## config.mk

```make
export PLATFORM = sky130hd
export DESIGN_NAME = bin_morph_filter
export DESIGN_NICKNAME = d
export VERILOG_FILES = /design/src/rtl/bin_morph_filter_pkg.sv /design/src/rtl/bin_morph_filter_kernel.sv /design/src/rtl/bin_morph_filter.sv
export SDC_FILE = /design/constraint.sdc
export NUM_CORES = 1
export LEC_CHECK = 0
export CAP_MARGIN = 10
export CORE_UTILIZATION = 30
export DETAILED_ROUTE_END_ITERATION = 8
export GPL_TIMING_DRIVEN = 0
export PLACE_DENSITY = 0.51
export RECOVER_POWER = 25
export SLEW_MARGIN = 20
export SYNTH_ARGS = -nofsm -noshare
export SYNTH_HDL_FRONTEND = slang
export SYNTH_HIERARCHICAL = 1
export SYNTH_SLANG_ARGS = --single-unit
```

## constraint.sdc

```tcl
create_clock -name clk -period 1.9 [get_ports clk]
set_input_delay 0.38 -clock clk [delete_from_list [all_inputs] [get_ports clk]]
set_output_delay 0.38 -clock clk [all_outputs]
set_load 0.03 [all_outputs]
```

## src/rtl/bin_morph_filter_pkg.sv

```systemverilog
// Shared types and constants for the binary morphology filter.
package bin_morph_pkg;

  typedef enum logic [1:0] {
    MODE_BYPASS = 2'b00,
    MODE_ERODE  = 2'b01,
    MODE_DILATE = 2'b10
  } mode_e;

  // Clocks from window input to filtered output.
  localparam int unsigned PIPE_LAT = 2;

  // Tap index = (row-1)*3 + (col-1); p11 is bit 0, p33 is bit 8.
  localparam logic [8:0] ROW1_MASK = 9'b000_000_111;
  localparam logic [8:0] ROW3_MASK = 9'b111_000_000;
  localparam logic [8:0] COL1_MASK = 9'b001_001_001;
  localparam logic [8:0] COL3_MASK = 9'b100_100_100;

  // Reserved encoding 11 behaves as bypass.
  function automatic mode_e decode_mode(input logic [1:0] sel);
    mode_e m;
    case (sel)
      2'b01:   m = MODE_ERODE;
      2'b10:   m = MODE_DILATE;
      default: m = MODE_BYPASS;
    endcase
    return m;
  endfunction

endpackage

```

## src/rtl/bin_morph_filter_kernel.sv

```systemverilog
// Two-stage 3x3 binary kernel: edge masking then AND/OR/centre reduction.
module bin_morph_kernel
  import bin_morph_pkg::*;
#(
  parameter bit EDGE_NEUTRAL = 1'b1
) (
  input  logic       clk,
  input  logic       rst,
  input  logic       valid_i,
  input  mode_e      mode_i,
  input  logic       top_i,
  input  logic       bottom_i,
  input  logic       left_i,
  input  logic       right_i,
  input  logic [8:0] taps_i,
  output logic       valid_o,
  output logic       pix_o
);

  logic [8:0] pad_mask;
  logic       pad;
  logic [8:0] masked_d;
  logic [8:0] taps_s1_q;
  logic       valid_s1_q;
  mode_e      mode_s1_q;
  logic       red_d;
  logic       pix_q;
  logic       valid_q;

  // Stage 1: replace out-of-frame taps with the pad value; corners combine.
  always_comb begin
    pad_mask = '0;
    if (top_i)    pad_mask = pad_mask | ROW1_MASK;
    if (bottom_i) pad_mask = pad_mask | ROW3_MASK;
    if (left_i)   pad_mask = pad_mask | COL1_MASK;
    if (right_i)  pad_mask = pad_mask | COL3_MASK;
    pad      = EDGE_NEUTRAL && (mode_i == MODE_ERODE);
    masked_d = (taps_i & ~pad_mask) | (pad ? pad_mask : '0);
  end

  // Stage 1 register: masked taps travel with their valid and mode.
  always_ff @(posedge clk) begin
    if (rst) begin
      taps_s1_q  <= '0;
      valid_s1_q <= 1'b0;
      mode_s1_q  <= MODE_BYPASS;
    end else begin
      taps_s1_q  <= masked_d;
      valid_s1_q <= valid_i;
      mode_s1_q  <= mode_i;
    end
  end

  // Stage 2: reduce the 3x3 neighbourhood according to the window's mode.
  always_comb begin
    red_d = taps_s1_q[4];
    case (mode_s1_q)
      MODE_ERODE:  red_d = &taps_s1_q;
      MODE_DILATE: red_d = |taps_s1_q;
      default:     red_d = taps_s1_q[4];
    endcase
  end

  // Stage 2 register: pixel forced low whenever the window is not valid.
  always_ff @(posedge clk) begin
    if (rst) begin
      pix_q   <= 1'b0;
      valid_q <= 1'b0;
    end else begin
      pix_q   <= valid_s1_q & red_d;
      valid_q <= valid_s1_q;
    end
  end

  assign pix_o   = pix_q;
  assign valid_o = valid_q;

endmodule

```

## src/rtl/bin_morph_filter.sv

```systemverilog
// Binary erosion/dilation stage with per-frame mode latch and foreground count.
module bin_morph_filter
  import bin_morph_pkg::*;
#(
  parameter int unsigned CNT_W        = 20,
  parameter bit          EDGE_NEUTRAL = 1'b1
) (
  input  logic             clk,
  input  logic             rst,
  input  logic [1:0]       mode_sel,
  input  logic             in_vsync,
  input  logic             in_hsync,
  input  logic             in_valid,
  input  logic             in_top_edge,
  input  logic             in_bottom_edge,
  input  logic             in_left_edge,
  input  logic             in_right_edge,
  input  logic             in_p11,
  input  logic             in_p12,
  input  logic             in_p13,
  input  logic             in_p21,
  input  logic             in_p22,
  input  logic             in_p23,
  input  logic             in_p31,
  input  logic             in_p32,
  input  logic             in_p33,
  output logic             out_vsync,
  output logic             out_hsync,
  output logic             out_valid,
  output logic             out_data,
  output logic [1:0]       frame_mode,
  output logic [CNT_W-1:0] fg_count,
  output logic             fg_count_valid
);

  logic [PIPE_LAT-1:0] vs_pipe_q;
  logic [PIPE_LAT-1:0] hs_pipe_q;
  logic                frame_start;
  mode_e               mode_q;
  mode_e               mode_d;
  logic [8:0]          taps;
  logic                k_valid;
  logic                k_pix;
  logic [CNT_W-1:0]    cnt_q;
  logic [CNT_W-1:0]    cnt_d;
  logic [CNT_W-1:0]    fg_q;
  logic [CNT_W-1:0]    fg_d;
  logic                fgv_q;
  logic                fgv_d;
  logic                seen_q;
  logic                seen_d;

  // The first sync stage doubles as the registered vsync for edge detection.
  assign frame_start = in_vsync & ~vs_pipe_q[0];

  // A window arriving on the frame-start clock already sees the new mode.
  assign mode_d = frame_start ? decode_mode(mode_sel) : mode_q;

  assign taps = {in_p33, in_p32, in_p31,
                 in_p23, in_p22, in_p21,
                 in_p13, in_p12, in_p11};

  // Sync delay lines matched to the kernel latency; mode latch.
  always_ff @(posedge clk) begin
    if (rst) begin
      vs_pipe_q <= '0;
      hs_pipe_q <= '0;
      mode_q    <= MODE_BYPASS;
    end else begin
      vs_pipe_q <= {vs_pipe_q[PIPE_LAT-2:0], in_vsync};
      hs_pipe_q <= {hs_pipe_q[PIPE_LAT-2:0], in_hsync};
      mode_q    <= mode_d;
    end
  end

  bin_morph_kernel #(
    .EDGE_NEUTRAL(EDGE_NEUTRAL)
  ) u_kernel (
    .clk      (clk),
    .rst      (rst),
    .valid_i  (in_valid),
    .mode_i   (mode_d),
    .top_i    (in_top_edge),
    .bottom_i (in_bottom_edge),
    .left_i   (in_left_edge),
    .right_i  (in_right_edge),
    .taps_i   (taps),
    .valid_o  (k_valid),
    .pix_o    (k_pix)
  );

  // Saturating foreground count; publish the pre-increment total on frame start.
  always_comb begin
    cnt_d  = cnt_q;
    fg_d   = fg_q;
    fgv_d  = 1'b0;
    seen_d = seen_q;
    if (k_valid && k_pix && (cnt_q != '1)) begin
      cnt_d = cnt_q + 1'b1;
    end
    if (frame_start) begin
      cnt_d  = '0;
      seen_d = 1'b1;
      if (seen_q) begin
        fg_d  = cnt_q;
        fgv_d = 1'b1;
      end
    end
  end

  // Counter and published-count registers.
  always_ff @(posedge clk) begin
    if (rst) begin
      cnt_q  <= '0;
      fg_q   <= '0;
      fgv_q  <= 1'b0;
      seen_q <= 1'b0;
    end else begin
      cnt_q  <= cnt_d;
      fg_q   <= fg_d;
      fgv_q  <= fgv_d;
      seen_q <= seen_d;
    end
  end

  assign out_vsync      = vs_pipe_q[PIPE_LAT-1];
  assign out_hsync      = hs_pipe_q[PIPE_LAT-1];
  assign out_valid      = k_valid;
  assign out_data       = k_pix;
  assign frame_mode     = mode_q;
  assign fg_count       = fg_q;
  assign fg_count_valid = fgv_q;

endmodule

```

==> flow_metrics.tcl <==
set metrics [dict create \
    seq_area_frac_synth 0.454 \
    worstPathRequired_ns 2.12 \
    clk_pin_slew_ns 0.08 \
    synth_edf_count 0 \
    groute.usage.overall 0.148 \
    clock_skew_ns 0.0121 \
    die_h_microns 97.4 \
    grt_max_degree 13 \
    tightest_slew_ns 0.546 \
    cts_tree "yes" \
    synthFlopType "dfxtp_1" \
    finalSetupTns_ns 0 \
    crit_path_end_kind "register" \
    antenna_found_initial 0 \
    ctsHoldBuffers 0 \
    gp_routability_congestion 0.777 \
    synth_cell_type_count 43 \
    syn_nets 334 \
    power_frac_clock 0.442 \
    netlist_area_sq_um 2730 \
    status "finished, final reports clean" \
    power_density_nw_per_um2 763 \
    switching_power_w 0.000669 \
    pin_count 47 \
    die_x_microns 97.4 \
    numPortBuffers 46 \
    numCtsBuffers 9 \
    cts_resized 12 \
    final_common_cell "nand2_1" \
    final_layout_size_suffix_gt1_frac 0.110 \
    clockBufferDepth 2 \
    final_cell_mix "nand2_1 (71), dfxtp_1 (62), clkdlybuf4s50_1 (43)" \
    first_global_vias 2236 \
    core-area_sq_um 8760 \
    wl_mm 6.63 \
    antenna_cells 0 \
    vias 2340 \
    grt_remaining_overflow 0 \
    relSlewSlack 0.636 \
    vdd_ir_drop_max_mv 0.268 \
    rows 34 \
    period_needed_ns 1.78 \
    cp_max_fo 10 \
    rsz0062_at_grt "false" \
    start_util 0.312 \
    drt_pass1_iterations 4 \
    syn_to_final_growth_pct 30.6 \
    synthArstFlopShare 0 \
    yosys_warnings 6 \
    finalCritPeriodShare 0.939 \
    internal_power_w 0.00205 \
    drc 0 \
    ys_seq_elements 62 \
    drt_iter0_drc 84 \
    setup_viol 0 \
    crit_type "in -> reg" \
    post_cts_buffers 0 \
    comb_power_share 0.067 \
    nets 391 \
    ant_nets 0 \
    hold_violations 0 \
    max_freq_ghz 0.561 \
    fin_cells 481 \
    cp-start-kind "primary input" \
    slew_violations 0 \
    r2r-start "cnt_q[0]$_SDFFE_PP0P_" \
    worst_ep_arrival_time_ns 2.00 \
    pwr-share-seq 0.491 \
    crit_start "rst" \
    avgSynthCellArea_sq_um 8.78 \
    leakage_nw 1.21 \
    clock_sinks 62 \
    dp.cells 465 \
    wire_per_inst_microns 13.8 \
    cts-htree-levels 3 \
    dp_hpwl_mm 4.76 \
    dieArea_sq_um 9490 \
    clk-insertion-delay-late_ns 0.34 \
    synthCells 311 \
    clock-root-buffer "clkbuf_8" \
    holdCritStartpoint "hs_pipe_q[0]$_SDFF_PP0_" \
    drv_cap 0 \
    viasPerCell 4.86 \
    grt_pass1_wl_mm 10.9 \
    swShare 0.246 \
    holdCritPathClass "reg -> reg" \
]
[Yosys cell counts (2+ instances only)]
| library cell | count | area share |
|---|---|---|
| inv_1 | 5 | 0.0069 |
| buf_6 | 2 | 0.0082 |
| buf_1 | 2 | 0.0027 |
| nand4_1 | 6 | 0.014 |
| nand3_1 | 7 | 0.013 |
| nor4_1 | 2 | 0.0046 |
| and2_1 | 2 | 0.0046 |
| o31ai_1 | 2 | 0.0055 |
| dfxtp_1 | 62 | 0.45 |
| ha_1 | 3 | 0.014 |
| a211oi_1 | 5 | 0.014 |
| a21oi_1 | 31 | 0.057 |
| nand2_1 | 71 | 0.098 |
| o211ai_1 | 4 | 0.011 |
| and3_1 | 5 | 0.011 |
| mux2i_1 | 16 | 0.059 |
| or4_1 | 2 | 0.0055 |
| nand2b_1 | 2 | 0.0046 |
| nor2b_1 | 14 | 0.032 |
| nand3b_1 | 4 | 0.011 |
| buf_4 | 2 | 0.0055 |
| nor2_1 | 14 | 0.019 |
| or3_1 | 11 | 0.025 |
| o21ai_0 | 5 | 0.0092 |
| a31oi_1 | 2 | 0.0046 |
| and4_1 | 3 | 0.0096 |
| clkbuf_1 | 10 | 0.014 |
| a211oi_2 | 2 | 0.0092 |
[registers in the layout (all words and copies together) (netlist names)]
name,flops
cnt_q,20
fg_count,20
fg_count_valid,1
frame_mode,2
hs_pipe_q,2
seen_q,1
u_kernel/mode_s1_q,2
u_kernel/pix_o,1
u_kernel/taps_s1_q,9
u_kernel/valid_o,1
u_kernel/valid_s1_q,1
vs_pipe_q,2
[metrics by stage]
step | power, W | cell area, sq um | setup WS (ns) | hold WS (ns) | util
3_3_place_gp | 0.00154 | 3330 | -0.894 | 0.427 | 0.380
4_1_cts | 0.00276 | 3560 | 0.0836 | 0.454 | 0.406
6_report | 0.00272 | 3570 | 0.116 | 0.447 | 0.407
3_5_place_dp | 0.00155 | 3330 | -0.852 | 0.435 | 0.380
2_1_floorplan | 0.00146 | 2730 | 0.209 | 0.414 | -
5_1_grt | 0.00284 | 3570 | 0.00965 | 0.469 | 0.407
[worst paths after layout]
check / to / slack, ns / depth (start not counted)
max reg2reg: cnt_q[10]$_SDFFE_PP0P_ / 0.13 / 5
min: hs_pipe_q[1]$_SDFF_PP0_ / 0.45 / 1
min reg2reg: hs_pipe_q[1]$_SDFF_PP0_ / 0.45 / 1
max: fg_count[11]$_SDFFE_PP0P_ / 0.12 / 5
[per-layer routing]
metal / track usage / vias up / wire, microns
met5: 0 / - / 0
li1: - / 1212 / -
met2: 0.222 / 51 / 2860
met4: 0.0837 / 0 / 180
met1: 0.189 / 1065 / 3340
met3: 0.0410 / 12 / 246
[critical path: stages]
cell             delay (ns)
clkdlybuf4s50_1        0.67
clkbuf_2               0.29
clkbuf_2               0.28
buf_2                  0.30
a21oi_1                0.07
[power groups by stage]
stage               combinational (W)  sequential [W]  clock (W)
floorplan                   0.0000839         0.00137          0
global placement             0.000180         0.00136          0
detailed placement           0.000180         0.00136          0
CTS                          0.000184         0.00134    0.00124
global route                 0.000200         0.00134    0.00130
finish                       0.000183         0.00134    0.00120
[kinds of logic after synthesis]
group,synth area share
simple gates,0.279
flops,0.454
mux,0.0586
compound gates,0.150
buf+inv,0.0444
fa+ha+maj,0.0137
[cell type report]
cell class / instances / area (sq um)
Clock inverter: 6 / 70.1
Clock buffer: 10 / 138
Buffer: 17 / 111
Fill cell: 924 / 5200
Multi-Input combinational cell: 227 / 1400
Inverter: 5 / 18.8
Sequential cell: 62 / 1240
Timing Repair Buffer: 46 / 458
Tap cell: 108 / 135
No activity file was read; power rests on OpenSTA's default activity.
